$ cat src/rtl/counter_pkg.sv
// Shared counter types and helpers for the lab counter/timer blocks.
package counter_pkg;

    typedef enum logic {
        DIR_DOWN = 1'b0,
        DIR_UP   = 1'b1
    } count_dir_e;

    typedef enum logic {
        MODE_WRAP,
        MODE_SAT
    } count_mode_e;

    localparam int MIN_WIDTH = 2;
    localparam int MAX_WIDTH = 32;

    // Clamp a load value into 0..limit; 32 bits covers every legal WIDTH.
    function automatic logic [31:0] clamp(input logic [31:0] value, input logic [31:0] limit);
        return (value > limit) ? limit : value;
    endfunction

endpackage

$ cat src/rtl/sync_reg.sv
// Parametrised register with synchronous active-high reset and load enable.
module sync_reg #(
    parameter int WIDTH = 1
) (
    input  logic             clk,
    input  logic             rst,
    input  logic             load_en,
    input  logic [WIDTH-1:0] d,
    output logic [WIDTH-1:0] q
);

    // NOTE: sequential state uses non-blocking assignment so every register
    // samples pre-edge values, regardless of process evaluation order.
    always_ff @(posedge clk) begin
        if (rst) begin
            q <= '0;
        end else if (load_en) begin
            q <= d;
        end
    end

endmodule

$ cat src/rtl/updown_mod_counter.sv
// Up/down modulo counter with clear, clamped load, wrap/saturate mode,
// Mealy terminal count for cascading and a sticky boundary flag.
module updown_mod_counter
    import counter_pkg::*;
#(
    parameter int     WIDTH    = 8,
    parameter longint MAX      = (longint'(1) << WIDTH) - 1,
    parameter bit     SATURATE = 1'b0
) (
    input  logic             clk,
    input  logic             rst,
    input  logic             clr,
    input  logic             load,
    input  logic [WIDTH-1:0] loadVal,
    input  logic             en,
    input  logic             up,
    output logic [WIDTH-1:0] out,
    output logic             tc,
    output logic             ovf
);

    generate
        if (WIDTH < MIN_WIDTH || WIDTH > MAX_WIDTH) begin : g_bad_width
            $error("updown_mod_counter: WIDTH %0d outside %0d..%0d", WIDTH, MIN_WIDTH, MAX_WIDTH);
        end
        if (MAX < 0 || MAX > (longint'(1) << WIDTH) - 1) begin : g_bad_max
            $error("updown_mod_counter: MAX %0d does not fit in %0d bits", MAX, WIDTH);
        end
    endgenerate

    localparam logic [WIDTH:0]   MAX_X = MAX[WIDTH:0];
    localparam logic [WIDTH-1:0] MAX_W = MAX[WIDTH-1:0];
    localparam count_mode_e      MODE  = SATURATE ? MODE_SAT : MODE_WRAP;

    count_dir_e       dir;
    logic [WIDTH:0]   cur_x;
    logic [WIDTH:0]   step_x;
    logic [WIDTH-1:0] load_w;
    logic [WIDTH-1:0] next_out;
    logic             out_we;
    logic             boundary;

    // Steps run one bit wider so MAX+1 and 0-1 stay distinguishable.
    // NOTE: every output of this block gets a default before any branch, so
    // no path leaves a signal unassigned and no latch is inferred.
    always_comb begin
        dir      = up ? DIR_UP : DIR_DOWN;
        cur_x    = {1'b0, out};
        load_w   = WIDTH'(clamp(32'(loadVal), 32'(MAX)));
        step_x   = cur_x;
        boundary = 1'b0;
        next_out = out;
        out_we   = 1'b0;

        if (clr) begin
            next_out = '0;
            out_we   = 1'b1;
        end else if (load) begin
            next_out = load_w;
            out_we   = 1'b1;
        end else if (en) begin
            out_we = 1'b1;
            if (dir == DIR_UP) begin
                step_x   = cur_x + (WIDTH+1)'(1);
                boundary = (step_x > MAX_X);
                if (boundary) begin
                    next_out = (MODE == MODE_SAT) ? MAX_W : '0;
                end else begin
                    next_out = step_x[WIDTH-1:0];
                end
            end else begin
                step_x   = cur_x - (WIDTH+1)'(1);
                boundary = step_x[WIDTH];
                if (boundary) begin
                    next_out = (MODE == MODE_SAT) ? '0 : MAX_W;
                end else begin
                    next_out = step_x[WIDTH-1:0];
                end
            end
        end
    end

    assign tc = boundary & ~rst;

    sync_reg #(.WIDTH(WIDTH)) u_count_reg (
        .clk     (clk),
        .rst     (rst),
        .load_en (out_we),
        .d       (next_out),
        .q       (out)
    );

    // Sticky flag: set on any boundary event, cleared only by rst.
    sync_reg #(.WIDTH(1)) u_ovf_reg (
        .clk     (clk),
        .rst     (rst),
        .load_en (boundary),
        .d       (1'b1),
        .q       (ovf)
    );

endmodule

$ cat config.mk
export PLATFORM = sky130hd
export DESIGN_NAME = updown_mod_counter
export DESIGN_NICKNAME = d
export VERILOG_FILES = /design/src/rtl/counter_pkg.sv /design/src/rtl/sync_reg.sv /design/src/rtl/updown_mod_counter.sv
export SDC_FILE = /design/constraint.sdc
export NUM_CORES = 1
export LEC_CHECK = 0
export ABC_AREA = 1
export CORE_UTILIZATION = 53
export CTS_CLUSTER_SIZE = 8
export DETAILED_ROUTE_END_ITERATION = 16
export GPL_TIMING_DRIVEN = 0
export PLACE_DENSITY_LB_ADDON = 0.05
export SLEW_MARGIN = 25
export SYNTH_ARGS = -nofsm -noshare
export SYNTH_HDL_FRONTEND = slang
export SYNTH_SLANG_ARGS = --single-unit
$ cat constraint.sdc
create_clock -name clk -period 4.75 [get_ports clk]
set_clock_uncertainty 0.1 [all_clocks]
set_input_delay 0.95 -clock clk [delete_from_list [all_inputs] [get_ports clk]]
set_output_delay 0.95 -clock clk [all_outputs]
set_load 0.01 [all_outputs]
### Word-level counts from Yosys, hierarchy flattened

Cells that the tools add are included.

| word-level totals | value |
|---|---|
| input bits | 14 |
| word-level logic and storage cells | 23 |
| output and inout port bits | 10 |
| flip-flop bits (word level) | 9 |

| cells by class | value |
|---|---|
| reductions and logical operators | 2 |
| $add $sub $neg | 2 |
| magnitude comparators | 1 |
| bitwise gates (word level) | 2 |
| muxes and demuxes | 14 |

Operators with widths:

| kind | number |
|---|---|
| $mux W8 | 6 |
| $add A8 B1 Y9 const B | 1 |
| $gt A9 B8 Y1 const B | 1 |
| $sub A8 B1 Y9 const B | 1 |
| $mux W1 | 8 |
| $reduce_bool A3 Y1 | 1 |
| $reduce_and A2 Y1 | 1 |
| $and A1 B1 Y1 | 1 |
| $not A1 Y1 | 1 |

### Longest topological paths before layout

| depth | value |
|---|---|
| depth after elaboration | 7 |
| gate-level depth with buffers | 14 |
| mapped depth without buffers | 14 |

### Modules after synthesis

A second synthesis with hierarchy kept.

| second synthesis, totals | value |
|---|---|
| cells, all modules | 200 |
| area total of the unflattened synthesis | 1083.5 µm² |

By module, submodules not included:

| module | cells each | instances | sequential area each (µm²) | area each (µm²) |
|---|---|---|---|---|
| updown_mod_counter | 142 | 1 | 0.0 | 696.9 |
| sync_reg (u_count_reg) | 51 | 1 | 160.2 | 341.6 |
| sync_reg (u_ovf_reg) | 7 | 1 | 20.0 | 45.0 |

### Worst setup path after synthesis

No wires, ideal clock.

| timing | value |
|---|---|
| path type | register to output |
| from | register u_count_reg.q[0] |
| to | output tc |
| data required time | 3.700 ns |
| buffers on the path | 0 |
| data arrival time | 1.659 ns |
| cell stages (with the launch flop) | 12 |
| path slack | 2.041 ns |
| cells stage by stage | dfxtp_1 inv_2 ha_1 or2_0 nor2_1 nand2_1 nor2_1 nand3_2 nand2_2 nand2_4 a21o_1 inv_1 |

| between the ends | value |
|---|---|
| cells in the longest elaborated chain, start to end | 7 |
| elaborated cells on any way between the ends | 8 |
| those cells by class | add/sub (2); order compare (1); mux (4); bitwise (1) |

Ends and longest elaborated chain:

| element | line | RTL |
|---|---|---|
| start: declaration | sync_reg.sv:9 | `output logic [WIDTH-1:0] q` |
| start signal: assignment | sync_reg.sv:16 | `q <= '0;` |
| start signal: assignment | sync_reg.sv:18 | `q <= d;` |
| $add A8 B1 Y9 | updown_mod_counter.sv:64 | `step_x = cur_x + (WIDTH+1)'(1);` |
| $gt A9 B8 Y1 | updown_mod_counter.sv:65 | `boundary = (step_x > MAX_X);` |
| $mux W1 (*) | updown_mod_counter.sv:63 | `if (dir == DIR_UP) begin` |
| $mux W1 (*) | updown_mod_counter.sv:61 | `end else if (en) begin` |
| $mux W1 (*) | updown_mod_counter.sv:58 | `end else if (load) begin` |
| $mux W1 (*) | updown_mod_counter.sv:55 | `if (clr) begin` |
| $and A1 B1 Y1 (*) | updown_mod_counter.sv:83 | `assign tc = boundary & ~rst;` |
| end: declaration | updown_mod_counter.sv:18 | `output logic tc,` |

Mark *: on every way between the ends. The rest lies on a longest branch, timed or not.

### Worst setup path in the final report

Same ends and word-level chain as after synthesis.

==> flow_summary.ini <==
[run_status]
status = complete, no violations

[routing]
via_count = 1078
drt-pass1-iter-count = 4
antenna_left = 0
first_iter_violations = 28
wl_per_cell_um = 10.7
drc = 0
drt_wl_total_um = 2380
via_per_inst = 4.86

[clock_tree]
clk_latency_ps = 250
cts_root_buf = clkbuf_4
cts_hold_buf = 0
htreeDepth = 1
clockBufferDepth = 2
cts_tree = done
cts_post_setup_buffers_inserted = 0
clkSlewWorstSetupHoldPaths_ps = 70
cts_resized = 0
clock-sinks = 9
numCtsBuffers = 3

[worst_setup_path]
regToRegSetupSlack_ps = 2760
r2r-end = u_count_reg.q[4]$_SDFFE_PP0P_
r2r_start = u_count_reg.q[0]$_SDFFE_PP0P_
startpoint = u_count_reg.q[0]$_SDFFE_PP0P_
critPathMaxFanout = 8
arrival_ps = 2510
worstRegToRegCells = 13
end_kind = output port
path_class = flip-flop to output port
cp_data_required_time_ps = 3700
crit_end = tc
start_kind = flip-flop

[sta]
period_share_pct = 75.0
rsz0062_at_grt = no
setup_viol = 0
fmax_mhz = 281
min_period_ps = 3560
finalHoldViolCount = 0
maxSlewHeadroom_pct = 60.8
fin_tns_setup_ps = 0
hold-worst-slack_ps = 378
slew_violations = 0
tightest_slew_ps = 585

[layout]
layoutNonFillerInstCount = 222
drive_gt1_share_pct = 17.8
area_growth_pct = 26.9
antenna_cells = 0
layout.nets = 215
fill_cells = 156

[floorplan]
die_area_um2 = 2060
ios = 24
coreArea_um2 = 1750
fp.dieW_um = 45.4
start_util_pct = 57.1
row_count = 15
fp.dieH_um = 45.4

[synth]
ys_types = 28
ys_seq_area_share_pct = 18.1
netlist_area_um2 = 996
postSynthCellCount = 172
synth_area_leader_cell = nand2_1
synth_seq_cells = 9
syn_nets = 189
synth_top_area_share_pct = 19.6
yosys_warnings = 0
syn_area_per_cell_um2 = 5.79
synth.area.top_cells = nand2_1, dfxtp_1, nor2_1, a21oi_2, inv_1

[power_and_ir_drop]
power_uw = 239
ir_drop_uv = 120
powerDensity_nw_per_um2 = 189
p_leak_nw = 0.590

[flow_run]
drv_cap = 0

[grt]
antenna_found_initial = 0
gr-total-overflow = 0
grt_util_all_layers_pct = 25.0
grt_max_degree = 11
grt_pass1_vias = 889
grt_first_pass_wirelength_um = 3780

[place]
detailed_place_hpwl_um = 1840
dp.cells = 218
port_buffers = 21
gp_congestion = 0.856

[min_path]
min_path_type = flip-flop to flip-flop
-- sequential cells by signal, indices dropped and copies added, names as in the netlist --
signal	cells
u_count_reg.q	8
u_ovf_reg.q	1
-- metrics by stage --
stage | utilization [%] | cell area (um^2) | setup slack, ps
after detailed placement | 70.9 | 1240 | 1350
after global placement | 70.9 | 1240 | 1350
after CTS | 72.4 | 1260 | 1180
after global routing | 72.4 | 1260 | 1050
final | 72.4 | 1260 | 1190
after floorplan | - | 996 | 2040
-- cells by family after synthesis --
logic type / after synthesis / synth area share, %
AOI/OAI and AO/OA: 23 / 15.6
xor gates and xnor gates: 2 / 1.76
adders and majority gates: 3 / 3.77
buffers and inverters: 25 / 11.6
DFF: 9 / 18.1
and+or+nand+nor: 110 / 49.2
-- final cells by class --
cell class	count	area [um^2]	area share, %
Multi-Input combinational cell	138	701	55.4
Clock buffer	4	26.3	2.08
Inverter	19	71.3	5.64
Timing Repair Buffer	21	210	16.6
Tap cell	25	31.3	2.48
Buffer	6	43.8	3.47
Sequential cell	9	180	14.3
-- cells in the final DEF (no fill, tap or decap) --
| cell type | n |
|---|---|
| a21o_1 | 1 |
| clkbuf_1 | 2 |
| inv_1 | 15 |
| a21oi_2 | 7 |
| clkbuf_2 | 1 |
| buf_6 | 2 |
| o21bai_1 | 1 |
| buf_2 | 1 |
| a31o_2 | 1 |
| a22oi_1 | 1 |
| nand2_1 | 52 |
| nor3_2 | 1 |
| buf_4 | 1 |
| o211ai_1 | 1 |
| inv_2 | 4 |
| xor2_1 | 2 |
| ha_1 | 3 |
| dfxtp_1 | 9 |
| nand2_4 | 1 |
| nand3_2 | 3 |
| nor2_1 | 30 |
| or2_0 | 1 |
| nor2_2 | 4 |
| a21oi_1 | 7 |
| nand3_1 | 10 |
| o21ai_0 | 4 |
| clkdlybuf4s50_1 | 21 |
| nand2_2 | 6 |
| clkbuf_4 | 3 |
| nand4_1 | 2 |
-- report_power, final --
group / switching, mW / internal (mW) / total (mW) / leakage, nW
sequential: 0.00576 / 0.0798 / 0.0855 / 0.0738
combinational: 0.0517 / 0.0421 / 0.0938 / 0.501
clock: 0.0276 / 0.0324 / 0.0600 / 0.0150
total: 0.0851 / 0.154 / 0.239 / 0.590
-- worst max-delay path, cell delays in order (launching register included) --
cell and delay, ps:
dfxtp_1 460, inv_2 110, ha_1 200, or2_0 190, nor2_1 110, nand2_1 60, nor2_1 130, nand3_2 100
nand2_2 80, nand2_4 80, a21o_1 170, inv_1 50, clkdlybuf4s50_1 520
-- worst min-delay path by stage --
stage,cells after the start,to,startpoint,slack (ps)
global placement,2,u_ovf_reg.q$_SDFFE_PP0P_,u_ovf_reg.q$_SDFFE_PP0P_,350
finish,2,u_ovf_reg.q$_SDFFE_PP0P_,u_ovf_reg.q$_SDFFE_PP0P_,380
detailed placement,2,u_ovf_reg.q$_SDFFE_PP0P_,u_ovf_reg.q$_SDFFE_PP0P_,380
floorplan,2,u_ovf_reg.q$_SDFFE_PP0P_,u_ovf_reg.q$_SDFFE_PP0P_,380
global route,2,u_ovf_reg.q$_SDFFE_PP0P_,u_ovf_reg.q$_SDFFE_PP0P_,420
CTS,2,u_ovf_reg.q$_SDFFE_PP0P_,u_ovf_reg.q$_SDFFE_PP0P_,390
-- synth_stat cells, drive strengths merged --
library cell   n
nand2         59
buf            4
a21oi         14
inv           19
nand3         13
o21bai         1
a22oi          1
o211ai         1
ha             3
dfxtp          9
clkbuf         2
o21ai          4
xor2           2
or2            1
nor3           1
a21o           1
nor2          34
a31o           1
nand4          2
-- layer usage --
metal | wire length, um | vias to the layer above | track usage [%]
met1 | 1180 | 466 | 34.6
met2 | 1120 | 22 | 42.6
li1 | - | 588 | -
met3 | 58 | 2 | 1.20
met4 | 15 | 0 | 5.45
met5 | 0 | - | 0
(Power assumes the default switching activity.)
